## src/rtl/secret_code_gen.sv

```systemverilog
// -----------------------------------------------------------------------------
// secret_code_gen
//
// Builds the MasterMind secret code from the game's xorshift RNG. On each
// accepted start it requests one 32-bit word at a time, takes the top
// COLOR_W bits as a candidate colour and keeps it only if it is a legal
// colour index (and, when ALLOW_REPEAT=0, not already used by an earlier
// peg). Rejection keeps the colour distribution unbiased. Discarded words
// are counted in a saturating counter.
//
// Ports:
//   clk         system clock, rising edge
//   rst_n       asynchronous active-low reset
//   start       request a new code (only honoured when idle)
//   rng_en      one-cycle request for the RNG to advance
//   rng_word    RNG output, valid in the cycle after rng_en
//   busy        generation in progress
//   done        one-cycle pulse when the code is complete
//   code_valid  code holds a complete code
//   code        packed code, peg i at [i*COLOR_W +: COLOR_W]
//   rejects     rejected words in the current/last generation (saturating)
// -----------------------------------------------------------------------------
module secret_code_gen #(
    parameter int PEGS         = 4,
    parameter int COLORS       = 6,
    parameter int COLOR_W      = 3,
    parameter int ALLOW_REPEAT = 1
) (
    input  logic                      clk,
    input  logic                      rst_n,
    input  logic                      start,
    output logic                      rng_en,
    input  logic [31:0]               rng_word,
    output logic                      busy,
    output logic                      done,
    output logic                      code_valid,
    output logic [PEGS*COLOR_W-1:0]   code,
    output logic [15:0]               rejects
);

    localparam int                 IDX_W      = (PEGS > 1) ? $clog2(PEGS) : 1;
    localparam logic [IDX_W-1:0]   LAST_IDX   = IDX_W'(PEGS - 1);
    localparam logic [COLOR_W:0]   NUM_COLORS = (COLOR_W + 1)'(COLORS);

    typedef enum logic [1:0] {
        IDLE,
        REQ,
        SAMPLE,
        DONE
    } state_t;

    state_t             state;
    state_t             state_nxt;
    logic [IDX_W-1:0]   idx;
    logic [COLOR_W-1:0] cand;
    logic               cand_reject;
    logic               unused_rng_bits;

    // The high bits of an xorshift word have the best statistical quality.
    assign cand            = rng_word[31 -: COLOR_W];
    assign unused_rng_bits = ^rng_word[31-COLOR_W:0];

    // Candidate rejection: out-of-range colour, or (no-repeat mode) a colour
    // already placed in one of the pegs filled so far.
    always_comb begin
        cand_reject = ({1'b0, cand} >= NUM_COLORS);
        if (ALLOW_REPEAT == 0) begin
            for (int j = 0; j < PEGS; j++) begin
                if (j < int'(idx) && code[j*COLOR_W +: COLOR_W] == cand) begin
                    cand_reject = 1'b1;
                end
            end
        end
    end

    // NOTE: every signal driven here gets a default first, so no path
    // through the case statement can leave it unassigned and infer a latch.
    always_comb begin
        state_nxt = state;
        rng_en    = 1'b0;
        done      = 1'b0;
        case (state)
            IDLE: begin
                if (start) begin
                    state_nxt = REQ;
                end
            end
            REQ: begin
                rng_en    = 1'b1;
                state_nxt = SAMPLE;
            end
            SAMPLE: begin
                if (cand_reject) begin
                    state_nxt = REQ;
                end else if (idx == LAST_IDX) begin
                    state_nxt = DONE;
                end else begin
                    state_nxt = REQ;
                end
            end
            DONE: begin
                done      = 1'b1;
                state_nxt = IDLE;
            end
            default: state_nxt = IDLE;
        endcase
    end

    assign busy = (state != IDLE);

    // NOTE: sequential state uses non-blocking assignments so every register
    // samples the pre-edge values, independent of statement order.
    always_ff @(posedge clk or negedge rst_n) begin
        if (!rst_n) begin
            state      <= IDLE;
            idx        <= '0;
            code       <= '0;
            code_valid <= 1'b0;
            rejects    <= '0;
        end else begin
            state <= state_nxt;
            case (state)
                IDLE: begin
                    if (start) begin
                        code       <= '0;
                        code_valid <= 1'b0;
                        rejects    <= '0;
                        idx        <= '0;
                    end
                end
                SAMPLE: begin
                    if (cand_reject) begin
                        if (rejects != 16'hFFFF) begin
                            rejects <= rejects + 16'd1;
                        end
                    end else begin
                        code[int'(idx)*COLOR_W +: COLOR_W] <= cand;
                        if (idx != LAST_IDX) begin
                            idx <= idx + IDX_W'(1);
                        end
                    end
                end
                DONE: begin
                    code_valid <= 1'b1;
                end
                default: ;
            endcase
        end
    end

endmodule

```

## config.mk

```make
export PLATFORM = sky130hd
export DESIGN_NAME = secret_code_gen
export DESIGN_NICKNAME = d
export VERILOG_FILES = /design/src/rtl/secret_code_gen.sv
export SDC_FILE = /design/constraint.sdc
export NUM_CORES = 1
export LEC_CHECK = 0
export CORE_UTILIZATION = 46
export CTS_BUF_LIST = sky130_fd_sc_hd__clkbuf_2 sky130_fd_sc_hd__clkbuf_4 sky130_fd_sc_hd__clkbuf_8
export CTS_CLUSTER_SIZE = 10
export DETAILED_ROUTE_END_ITERATION = 16
export PLACE_DENSITY = 0.82
export RECOVER_POWER = 50
export SYNTH_ARGS = -nofsm -noshare
export SYNTH_HDL_FRONTEND = slang
export SYNTH_SLANG_ARGS = --single-unit
```

## constraint.sdc

```tcl
create_clock -name clk -period 2.5 [get_ports clk]
set_clock_uncertainty 0.05 [all_clocks]
set_input_delay 0.5 -clock clk [delete_from_list [all_inputs] [get_ports clk]]
set_output_delay 0.5 -clock clk [all_outputs]
set_load 0.005 [all_outputs]
```

==> results.toml, run 1 <==
[clock_tree]
clk_pin_slew_ns = 0.06
cts_setup_buffers = 0
cts_hold_buffers = 0
clock_sinks = 33
tritoncts = "yes"
clock_latency_ns = 0.29
cts_resized = 0
ctsRootBufferMaster = "clkbuf_8"
cts_buffer_depth = 2
htreeDepth = 2
numCtsBuffers = 5

[die]
die-area_mm2 = 0.00429
die_h_um = 65.5
core_mm2 = 0.00377
die_w_um = 65.5
io_pins = 67
initial_utilization_pct = 49.2
rows = 22

[placed_design]
io_buffers = 37
place_hpwl_mm = 2.98
place.gp.congestion = 0.888

[routing]
via_count = 1608
wire_per_inst_um = 15.0
drc = 0
ant_nets = 0
routed_wl_mm = 4.16
drtIter0Drc = 73
dr.pass1.iters = 4
via_per_inst = 5.81

[setup_path]
rrSetupSlack_ns = 0.39
path_max_fanout = 10
path_delay_family = "simple AND/OR/NAND/NOR gates"
r2r_end = "rejects[5]$_DFFE_PN0P_"
rr_worst_depth = 5
crit_chain = "ha_1, nand4_4, or4_4, a21boi_4, a221o_1"
path_buf_inv = 0
critical_path_arrival_ns = 2.28
crit_type = "register to register"
end_kind = "register"
startpoint_type = "register"
critPathSlowestCell = "or4_4"
critPathMaxStageDelay_ns = 0.65
required_ns = 2.67
worstReg2RegStart = "rejects[0]$_DFFE_PN0P_"

[hold_path]
min_to = "code[5]$_DFFE_PN0P_"
holdCritStartpoint = "code[5]$_DFFE_PN0P_"
hold_path.class = "register to register"
hold_depth = 1

[synthesis]
syn_inst = 187
syn_area_mm2 = 0.00186
synth_common_cells = "dfrtp_1 (33), nand2_1 (20), inv_1 (12)"
synth.most_common_cell = "dfrtp_1"
synth_seq_area_share_pct = 44.5
synth_top_area_share_pct = 44.5
async_reset_ff_share_pct = 100
synth_edf_count = 0
yosysTopAreaCell = "dfrtp_1"
synthTopCellsByArea = "dfrtp_1 (45%), mux2i_1 (4.3%), ha_1 (4.0%)"
ys_seq_elements = 33
ys_warn_count = 0
avgSynthCellArea_um2 = 9.92
ys_types = 47
syn-num-nets = 228
synth_ff_type = "dfrtp_1"

[timing]
slew_violations = 0
setup_viol = 0
fin_crit_sh_pct = 84.5
rsz0062_at_grt = "false"
timing.setup.tns_ns = 0
worst_pin_slew_ns = 0.789
fin_crit_ns = 2.11
fmax_mhz = 474
hold_violations = 0
maxSlewHeadroom_pct = 47.4

[finish]
syn2layout_area_growth_pct = 27.8
antenna_cells = 0
fin_util_pct = 62.9
drive_gt1_share_pct = 9.61
nNetsFinal = 270

[flow_run]
cap_viol_max_count = 0

[global_route]
grt_max_degree = 34
grt_pass1_vias = 1497
gr-total-overflow = 0
antenna_found_initial = 0
grt_pass1_wl_mm = 7.28
track_usage_pct = 22.8

[power_and_ir_drop]
ir_drop_uv = 357
power_density_mw_per_mm2 = 781
p_leak_uw = 0.00104

[status]
status = "finished clean"
## where the power goes
part	leakage, uW	switching (uW)	internal, uW
sequential	0.000454	113	618
combinational	0.000538	373	334
clock	0.0000477	186	229
## worst register-to-register path, cell delays in order, from the launching register on
cell      delay [ns]
dfrtp_1         0.43
ha_1            0.32
nand4_4         0.17
or4_4           0.65
a21boi_4        0.24
a221o_1         0.18
## routing by layer
layer  track usage [%]  part of all wire, %  wire (um)  up-vias
li1                  -                    -          -      786
met1              33.3                   47       1970      772
met2              33.2                   46       1900       45
met3              5.21                  5.6        231        5
met4              7.34                  1.3         56        0
met5                 0                    0          0        -
## logic make-up (layout without fill, tap and decap cells)
logic type,after synthesis,in the layout,share of synthesized area (%)
AND/OR/NAND/NOR,72,72,23.0
AO/OA/AOI/OAI,47,47,18.7
flip-flops,33,33,44.5
buffers and inverters,20,62,4.79
multiplexers,9,9,4.92
adder cells (fa/ha/maj),6,6,4.05
## sequential cells by signal (all words and copies together) (netlist names)
register / cells
code: 12
code_valid: 1
idx: 2
rejects: 16
state: 2
## worst max-delay path by stage
stage	startpoint	to	slack, ns	cells after the start
2_1_floorplan	rejects[0]$_DFFE_PN0P_	rejects[4]$_DFFE_PN0P_	0.55	6
3_3_place_gp	rng_word[30]	rejects[8]$_DFFE_PN0P_	0.32	4
3_5_place_dp	rng_word[30]	rejects[6]$_DFFE_PN0P_	0.31	4
4_1_cts	rejects[0]$_DFFE_PN0P_	rejects[5]$_DFFE_PN0P_	0.39	5
5_1_grt	rejects[0]$_DFFE_PN0P_	rejects[8]$_DFFE_PN0P_	0.21	5
6_report	rejects[0]$_DFFE_PN0P_	rejects[5]$_DFFE_PN0P_	0.39	5
## per-stage QoR
stage / cells / instance area, um^2 / total power [uW] / worst slack, ns / hold slack (ns)
final: 277 / 2370 / 1850 / 0.388 / 0.443
after global routing: 277 / 2370 / 2010 / 0.208 / 0.478
after CTS: 277 / 2380 / 1890 / 0.395 / 0.450
after detailed placement: 270 / 2290 / 1470 / 0.312 / 0.437
after global placement: 270 / 2290 / 1450 / 0.320 / 0.423
after floorplan: 187 / 1860 / 1150 / 0.554 / 0.154
## cells in the final DEF (no fill, tap or decap), types with 3 or more instances in the layout
cell             count
inv_1               12
o21a_1               3
dlygate4sd3_1       15
buf_4                4
clkdlybuf4s50_1     22
o21ai_0              9
nand3_1              6
nor3_1               4
dfrtp_1             33
nand4_1              7
nor2_1               9
o211ai_1             6
clkbuf_8             6
or3_1                4
a31oi_1              9
a21oi_1              3
a32o_1               4
ha_1                 6
nand2_1             20
mux2i_1              8
## layout make-up
cell class              count  area [um^2]
inverters                  12         45.0
multi-input cells         134          941
clock buffers               7         90.1
well taps                  48         60.1
flip-flops and latches     33          826
repair buffers             43          409
fillers                   330         1400
(Power assumes the default switching activity.)
==> inputs of run 2 (changes only) <==
==> constraint.sdc (replaced) <==
create_clock -name clk -period 2 [get_ports clk]
set_clock_uncertainty 0.05 [all_clocks]
set_input_delay 0.4 -clock clk [delete_from_list [all_inputs] [get_ports clk]]
set_output_delay 0.4 -clock clk [all_outputs]
set_load 0.005 [all_outputs]
==> run 2 against run 1 <==
Against the previous run: sequential cell count stayed put; combinational power is 49% higher; first-iteration DRC count increased by 79%; register-to-register slack got worse by 0.26 ns; clock-buffer cell count is the same; critical path depth is 3 lower; final area grew 6.1%; utilization is 3.8 points higher; worst setup slack worse by 0.30 ns; critical path type is now register to output port; largest power group is now combinational logic.
==> results.toml, run 2 (same netlist as run 1, synthesis figures left out) <==
[placed_design]
place.gp.congestion = 0.866
dpl_cell_area_mm2 = 0.00241
pre_cts_slack_ns = 0.0622
place_hpwl_mm = 3.21
io_buffers = 37

[setup_path]
cp-endpoint = "rng_en"
setup.worst_path.start = "state[0]$_DFFE_PN0N_"
r2r_end = "rejects[4]$_DFFE_PN0P_"
rr_worst_depth = 4
end_kind = "output port"
crit_type = "register to output port"
startpoint_type = "register"
worstReg2RegStart = "rejects[10]$_DFFE_PN0P_"
required_ns = 1.55
rrSetupSlack_ns = 0.13
path_max_fanout = 8
critical_path_arrival_ns = 1.46

[clock_tree]
htreeDepth = 2
cts_buffer_depth = 2
ctsRootBufferMaster = "clkbuf_8"
cts_hold_buffers = 0
tritoncts = "yes"
clk_pin_slew_ns = 0.06
clock_latency_ns = 0.28
numCtsBuffers = 5
clock_sinks = 33

[status]
status = "finished clean"

[finish]
regMostFlops = "rejects"
largest_reg_flops = 16
top_regs = "rejects x16, code x12"
design_area_mm2 = 0.00252
nNetsFinal = 286
syn2layout_area_growth_pct = 35.6
antenna_cells = 0
layout_common_cells = "dfrtp_1 (32), clkdlybuf4s50_1 (23), buf_4 (21)"
final_common_cell = "dfrtp_1"
fin_util_pct = 66.7
drive_gt1_share_pct = 17.5
fillerInstances = 299

[die]
core_mm2 = 0.00377
io_pins = 67
die_h_um = 65.5
die-area_mm2 = 0.00429
initial_utilization_pct = 49.2
rows = 22
die_w_um = 65.5

[power_and_ir_drop]
swShare_pct = 35.9
ir_drop_uv = 563
finalPower_uw = 2480
p_seq_share_pct = 35.5
pwr-share-comb_pct = 42.4
power.switching_uw = 889
pwr-share-clk_pct = 22.0
power_density_mw_per_mm2 = 984
p_int_uw = 1590
p_leak_uw = 0.00113

[hold_path]
hold_path.class = "register to register"

[timing]
worst_pin_slew_ns = 0.808
fin_crit_ns = 1.91
slew_violations = 0
setup_ws_ns = 0.0907
fmax_mhz = 524
fin_crit_sh_pct = 95.5
hold_violations = 0
timing.setup.tns_ns = 0
rsz0062_at_grt = "false"
maxSlewHeadroom_pct = 46.1
setup_viol = 0

[routing]
wire_per_inst_um = 15.0
routed_wl_mm = 4.41
via_per_inst = 5.90
drtIter0Drc = 131
drc = 0
dr.pass1.iters = 4
ant_nets = 0
via_count = 1735

[global_route]
gr-total-overflow = 0
track_usage_pct = 22.5
grt_pass1_wl_mm = 7.31
grt_pass1_vias = 1552
antenna_found_initial = 0
grt_max_degree = 34

[flow_run]
cap_viol_max_count = 0
run 2: final cells by class:
class / count / area [um^2] / share of cell area, %
multi-input cells: 134 / 950 / 37.7
repair buffers: 59 / 533 / 21.2
clock inverters: 1 / 5.00 / 0.199
inverters: 12 / 45.0 / 1.79
clock buffers: 7 / 96.3 / 3.83
well taps: 48 / 60.1 / 2.39
flip-flops and latches: 33 / 827 / 32.9
run 2: per-layer routing:
metal / track usage, % / wire [um] / vias to the layer above
li1: - / - / 823
met1: 32.0 / 2000 / 831
met2: 34.1 / 2070 / 79
met3: 5.38 / 311 / 2
met4: 5.71 / 21 / 0
met5: 0 / 0 / -
run 2: per-stage QoR:
stage	hold slack (ns)	cells
global route	0.473	294
global placement	0.424	286
detailed placement	0.439	286
CTS	0.454	294
finish	0.441	294
floorplan	0.0544	187
run 2: how the worst min path moves through the flow:
stage,cells past startpoint,endpoint,startpoint
floorplan,0,code[0]$_DFFE_PN0P_,rst_n
global placement,1,code_valid$_DFFE_PN0P_,code_valid$_DFFE_PN0P_
detailed placement,1,code[5]$_DFFE_PN0P_,code[5]$_DFFE_PN0P_
CTS,1,code[5]$_DFFE_PN0P_,code[5]$_DFFE_PN0P_
global route,1,code[5]$_DFFE_PN0P_,code[5]$_DFFE_PN0P_
finish,1,code[5]$_DFFE_PN0P_,code[5]$_DFFE_PN0P_
run 2: power by group through the flow:
stage	clock (uW)	sequential, uW	combinational, uW
final	546	880	1050
after global routing	586	896	1150
after CTS	559	876	1040
after detailed placement	0	888	1040
after global placement	0	882	1010
after floorplan	0	873	568
run 2: what timing repair did:
action                     in CTS  in global routing
setup endpoints to repair       0                  8
setup buffers                   0                  0
resized for setup               0                  3
run 2: critical path, stage by stage (launching register included):
cell	delay, ns
dfrtp_1	0.46
nor2b_2	0.21
clkdlybuf4s50_1	0.51
